File: config.mk
export PLATFORM = sky130hd
export DESIGN_NAME = alu_operand_stage
export DESIGN_NICKNAME = d
export VERILOG_FILES = /design/src/rtl/alu_pkg.sv /design/src/rtl/alu_skid_buf.sv /design/src/rtl/alu_operand_stage.sv
export SDC_FILE = /design/constraint.sdc
export NUM_CORES = 1
export LEC_CHECK = 0
export CAP_MARGIN = 25
export CORE_UTILIZATION = 48
export CTS_CLUSTER_DIAMETER = 40
export DETAILED_ROUTE_END_ITERATION = 7
export GPL_TIMING_DRIVEN = 0
export HOLD_SLACK_MARGIN = 0.06
export PLACE_DENSITY = 0.8
export RECOVER_POWER = 50
export SYNTH_ARGS = -nofsm -noshare
export SYNTH_HDL_FRONTEND = slang
export SYNTH_SLANG_ARGS = --single-unit
File: constraint.sdc
create_clock -name clk -period 1.83 [get_ports clk]
set_input_delay 0.2745 -clock clk [delete_from_list [all_inputs] [get_ports clk]]
set_output_delay 0.2745 -clock clk [all_outputs]
set_load 0.01 [all_outputs]
File: src/rtl/alu_pkg.sv
// Shared definitions for the ALU operand stage and the ALU itself:
// default widths, ALU function encodings and skid-buffer occupancy states.
package alu_pkg;

  localparam int DATA_W = 32;
  localparam int IMM_W  = 16;
  localparam int FUNC_W = 4;

  // ALU function codes; the ALU decodes the same values.
  localparam logic [FUNC_W-1:0] FUNC_AND = 4'd0;
  localparam logic [FUNC_W-1:0] FUNC_OR  = 4'd1;
  localparam logic [FUNC_W-1:0] FUNC_ADD = 4'd2;
  localparam logic [FUNC_W-1:0] FUNC_SUB = 4'd3;
  localparam logic [FUNC_W-1:0] FUNC_XOR = 4'd4;
  localparam logic [FUNC_W-1:0] FUNC_SLL = 4'd5;
  localparam logic [FUNC_W-1:0] FUNC_SRL = 4'd6;
  localparam logic [FUNC_W-1:0] FUNC_SRA = 4'd7;

  // Skid buffer occupancy.
  typedef enum logic [1:0] {
    OCC_EMPTY = 2'd0,
    OCC_ONE   = 2'd1,
    OCC_FULL  = 2'd2
  } occ_e;

endpackage

File: src/rtl/alu_skid_buf.sv
// Generic 2-entry valid/ready skid buffer. The main entry drives the output;
// the skid entry absorbs the one beat that can arrive after downstream stalls,
// which lets in_ready come straight from a flop.
module alu_skid_buf
  import alu_pkg::*;
#(
  parameter int WIDTH = 8
) (
  input  logic             clk,
  input  logic             rst,
  input  logic             flush,
  input  logic             in_valid,
  output logic             in_ready,
  input  logic [WIDTH-1:0] in_data,
  output logic             out_valid,
  input  logic             out_ready,
  output logic [WIDTH-1:0] out_data
);

  occ_e             state_q, state_d;
  logic             in_ready_q, in_ready_d;
  logic [WIDTH-1:0] main_q, main_d;
  logic [WIDTH-1:0] skid_q, skid_d;
  logic             in_fire;
  logic             out_fire;

  assign out_valid = (state_q != OCC_EMPTY);
  assign in_ready  = in_ready_q;
  assign out_data  = main_q;
  assign in_fire   = in_valid && in_ready_q;
  assign out_fire  = out_valid && out_ready;

  // Occupancy transitions and entry movement; in_ready is precomputed from the next state.
  always_comb begin
    state_d = state_q;
    main_d  = main_q;
    skid_d  = skid_q;
    unique case (state_q)
      OCC_EMPTY: begin
        if (in_fire) begin
          main_d  = in_data;
          state_d = OCC_ONE;
        end
      end
      OCC_ONE: begin
        if (in_fire && out_fire) begin
          main_d = in_data;
        end else if (in_fire) begin
          skid_d  = in_data;
          state_d = OCC_FULL;
        end else if (out_fire) begin
          state_d = OCC_EMPTY;
        end
      end
      OCC_FULL: begin
        // in_ready is low here, so only the drain can happen.
        if (out_fire) begin
          main_d  = skid_q;
          state_d = OCC_ONE;
        end
      end
      default: state_d = OCC_EMPTY;
    endcase
    // Flush drops everything, including a beat arriving this cycle; the data
    // registers keep their values since they are don't-care while empty.
    if (flush) begin
      state_d = OCC_EMPTY;
      main_d  = main_q;
      skid_d  = skid_q;
    end
    in_ready_d = (state_d != OCC_FULL);
  end

  // State and data registers; reset clears everything, including the data.
  always_ff @(posedge clk) begin
    if (rst) begin
      state_q    <= OCC_EMPTY;
      in_ready_q <= 1'b1;
      main_q     <= '0;
      skid_q     <= '0;
    end else begin
      state_q    <= state_d;
      in_ready_q <= in_ready_d;
      main_q     <= main_d;
      skid_q     <= skid_d;
    end
  end

endmodule

File: src/rtl/alu_operand_stage.sv
// Operand stage in front of the ALU: forms A (rs_data) and B (rt_data or the
// sign-extended immediate) at capture and hands {A, B, func} to the ALU via a
// 2-entry skid buffer. Optional macro STALL_CNT_EN adds a saturating counter
// of cycles where the output is valid but not accepted.
module alu_operand_stage
  import alu_pkg::*;
#(
  parameter int DATA_W = alu_pkg::DATA_W,
  parameter int IMM_W  = alu_pkg::IMM_W,
  parameter int FUNC_W = alu_pkg::FUNC_W
) (
  input  logic              clk,
  input  logic              rst,
  input  logic              flush,
  input  logic              in_valid,
  output logic              in_ready,
  input  logic [DATA_W-1:0] rs_data,
  input  logic [DATA_W-1:0] rt_data,
  input  logic [IMM_W-1:0]  imm,
  input  logic              use_imm,
  input  logic [FUNC_W-1:0] func,
  output logic              out_valid,
  input  logic              out_ready,
  output logic [DATA_W-1:0] alu_a,
  output logic [DATA_W-1:0] alu_b,
  output logic [FUNC_W-1:0] alu_func
`ifdef STALL_CNT_EN
  ,
  output logic [31:0]       stall_cnt
`endif
);

  localparam int ENTRY_W = DATA_W * 2 + FUNC_W;

  logic [DATA_W-1:0]  b_formed;
  logic [ENTRY_W-1:0] in_entry;
  logic [ENTRY_W-1:0] out_entry;

  // Operand B selection; the immediate is sign-extended to the datapath width.
  always_comb begin
    b_formed = use_imm ? {{(DATA_W-IMM_W){imm[IMM_W-1]}}, imm} : rt_data;
    in_entry = {rs_data, b_formed, func};
  end

  alu_skid_buf #(
    .WIDTH(ENTRY_W)
  ) u_skid (
    .clk      (clk),
    .rst      (rst),
    .flush    (flush),
    .in_valid (in_valid),
    .in_ready (in_ready),
    .in_data  (in_entry),
    .out_valid(out_valid),
    .out_ready(out_ready),
    .out_data (out_entry)
  );

  assign alu_a    = out_entry[ENTRY_W-1 -: DATA_W];
  assign alu_b    = out_entry[FUNC_W +: DATA_W];
  assign alu_func = out_entry[FUNC_W-1:0];

`ifdef STALL_CNT_EN
  logic [31:0] stall_cnt_q, stall_cnt_d;

  // Count stalled cycles, saturating at all-ones; flush does not affect it.
  always_comb begin
    stall_cnt_d = stall_cnt_q;
    if (out_valid && !out_ready && (stall_cnt_q != 32'hFFFF_FFFF)) begin
      stall_cnt_d = stall_cnt_q + 32'd1;
    end
  end

  // Counter register, cleared only by reset.
  always_ff @(posedge clk) begin
    if (rst) begin
      stall_cnt_q <= '0;
    end else begin
      stall_cnt_q <= stall_cnt_d;
    end
  end

  assign stall_cnt = stall_cnt_q;
`endif

endmodule

==> results.json, run 1 <==
{
  "vias": 5520,
  "wl_per_cell_um": 16.5,
  "yosysWarnings": 0,
  "finalNetCount": 927,
  "synth_top_area_frac": 0.469,
  "min_to": "u_skid.state_q[0]$_SDFF_PP0_",
  "dp_slack_ps": -390,
  "clk_latency_ps": 420,
  "slew_viol_final": 0,
  "ant_nets": 0,
  "fillerInstances": 941,
  "die_h_um": 113,
  "final_cell_mix": "nand2_1, dfxtp_1, clkdlybuf4s50_1",
  "syn_avg_cell_area_um2": 9.00,
  "grt_pass1_wl_mm": 26.2,
  "cp_common_cell": "buf_4",
  "regArea_um2": 2780,
  "async_reset_ff_frac": 0,
  "reg2reg_from": "u_skid.state_q[0]$_SDFF_PP0_",
  "r2r-end": "u_skid.out_data[35]$_SDFFE_PP0P_",
  "die_area_um2": 12800,
  "cap_violations": 0,
  "finalWirelength_mm": 16.4,
  "grt_max_degree": 17,
  "vias_per_cell": 5.55,
  "timing.critical_path.slowest_cell_delay_ps": 430,
  "dieWidth_um": 113,
  "numCtsBuffers": 17,
  "worst_slack_ps": 75.1,
  "reg2reg_slack_ps": 80,
  "drive_above_1_share": 0.123,
  "end_kind": "flop",
  "ir_drop_v": 0.000621,
  "top_layer_used": "met4",
  "ff2ff_path_depth": 6,
  "fp-row-count": 40,
  "cts_hold_buffers": 0,
  "holdPathStages": 2,
  "multiInputGateArea_um2": 2880,
  "cts.path.max_buffers": 2,
  "finClkSkew_ps": 6.96,
  "place_congestion": 0.816,
  "dr_wl_met2_mm": 8.15,
  "ys_top_cells_by_area": "dfxtp_1, mux2i_1, nand2_1",
  "wl_met3_um": 829,
  "worstPathCellList": "and4bb_1 > a41o_2 > buf_4 > buf_4 > o211ai_1 > a21oi_1",
  "root_buffer": "clkbuf_16",
  "leakage_nw": 3.43,
  "hp-start": "flush",
  "worst_slew_pin_slew_ps": 752,
  "cpMaxStageDelayCell": "dfxtp_1",
  "detail_route.iter0.violations": 294,
  "num_antenna_cells": 0,
  "overflow": 0,
  "synthCells": 659,
  "power.density_nw_per_um2": 884,
  "grt_pass1_vias": 5333,
  "cts.clk_slew.worst_paths_ps": 60,
  "fmax_mhz": 570,
  "start_kind": "flop",
  "relSlewSlack": 0.499,
  "place_area_um2": 7680,
  "crit_fanout": 10,
  "synth_top_area_cell": "dfxtp_1",
  "crit_family": "compound AO/OA/AOI/OAI gates",
  "portBuffers": 156,
  "m1WireLength_mm": 7.03,
  "worstPathRequired_ps": 2100,
  "htree_num_levels": 4,
  "hp-class": "in -> reg",
  "status": "finished, final reports clean",
  "fin_area_um2": 8270,
  "ys_ff_latch": 139,
  "synth_edf_count": 0,
  "rsz0062_at_grt": "false",
  "setup_viol": 0,
  "ys_seq_area_frac": 0.469,
  "core_region_area_um2": 12000,
  "period_needed_ps": 1750,
  "drc_errors": 0,
  "dp_hpwl_mm": 11.8,
  "synth_flop_cell": "dfxtp_1",
  "syn_area_um2": 5930,
  "antenna_found_initial": 0,
  "start_util": 0.494,
  "cts_sinks": 139,
  "critPathArrivalTime_ps": 2030,
  "hold_violations": 0,
  "tritoncts": "yes",
  "path_buf_inv": 2,
  "syn2layout_area_growth_pct": 39.5,
  "path_class": "reg -> reg",
  "grt_usage": 0.260,
  "syn_nets": 749,
  "firstDrtPassIters": 7,
  "io_pins": 160,
  "yosysUniqueCellTypes": 24,
  "fin_crit_sh": 0.959
}
==> Yosys cell counts (2+ instances only) <==
library cell  count
o211ai_1         32
nand2b_1          2
a211oi_1         32
nor3_1            2
clkbuf_1         28
nor2_1           71
mux2i_1          69
buf_4            10
buf_1             4
a211oi_2         36
buf_2            18
nand2_1         138
dfxtp_1         139
a21oi_1          68
==> metrics by stage <==
stage                      util  TNS [ps]  hold WS, ps  std cells  power [mW]
final                     0.689         0          253        994        7.31
after global routing      0.689         0          285        994        7.54
after CTS                 0.684         0          333        991        7.36
after detailed placement  0.639    -42210          450        962        4.26
after global placement    0.639    -33020          441        962        4.23
after floorplan               -         0          351        659        3.75
==> state kept, by name (all words and copies together), names as in the netlist <==
register	flops
u_skid.in_ready	1
u_skid.skid_q	68
u_skid.state_q	2
u_skid.out_data	68
==> where the power goes <==
part	internal [mW]	switching [mW]
clock	1.96	1.18
sequential	3.15	0.0624
combinational	0.486	0.479
total	5.59	1.72
==> how the worst max path moves through the flow <==
| stage | to | cells after the start | slack (ps) | start |
|---|---|---|---|---|
| floorplan | u_skid.out_data[32]$_SDFFE_PP0P_ | 6 | 390 | u_skid.state_q[1]$_SDFF_PP0_ |
| global placement | u_skid.out_data[34]$_SDFFE_PP0P_ | 6 | -300 | flush |
| detailed placement | u_skid.out_data[35]$_SDFFE_PP0P_ | 6 | -390 | flush |
| CTS | u_skid.out_data[35]$_SDFFE_PP0P_ | 6 | 40 | flush |
| global route | u_skid.out_data[35]$_SDFFE_PP0P_ | 6 | 4 | u_skid.state_q[1]$_SDFF_PP0_ |
| finish | u_skid.out_data[35]$_SDFFE_PP0P_ | 6 | 80 | u_skid.state_q[0]$_SDFF_PP0_ |
==> timing repair <==
action	CTS	global route
buffers inserted	0	3
pin swaps	0	2
resized for setup	3	15
setup endpoints to repair	3	107
==> per-layer routing <==
metal  GRT usage  up-vias
met5           0        -
met1       0.320     2653
met4       0.103        0
li1            -     2661
met2       0.446      177
met3      0.0530       29
==> final cells by class <==
| cell class | instances | share of cell area |
|---|---|---|
| Multi-Input combinational cell | 460 | 0.348 |
| Sequential cell | 139 | 0.337 |
| Timing Repair Buffer | 159 | 0.192 |
| Clock buffer | 28 | 0.0649 |
| Buffer | 60 | 0.0352 |
| Tap cell | 147 | 0.0222 |
| Clock inverter | 1 | 0.000605 |
==> kinds of logic after synthesis <==
kind of cell	count (synthesis)	synth area share
buffers and inverters	60	0.0481
and+or+nand+nor	219	0.145
muxes	69	0.116
AOI/OAI and AO/OA	172	0.222
DFF	139	0.469
No activity file was read; power rests on OpenSTA's default activity.
==> run 2, diff against run 1 <==
--- a/config.mk
+++ b/config.mk
@@ -16,3 +16,4 @@
 export SYNTH_ARGS = -nofsm -noshare
 export SYNTH_HDL_FRONTEND = slang
 export SYNTH_SLANG_ARGS = --single-unit
+export TNS_END_PERCENT = 20
==> results of run 2 <==
Same layout as run 1: the final DEF is identical, and so are final timing and power.
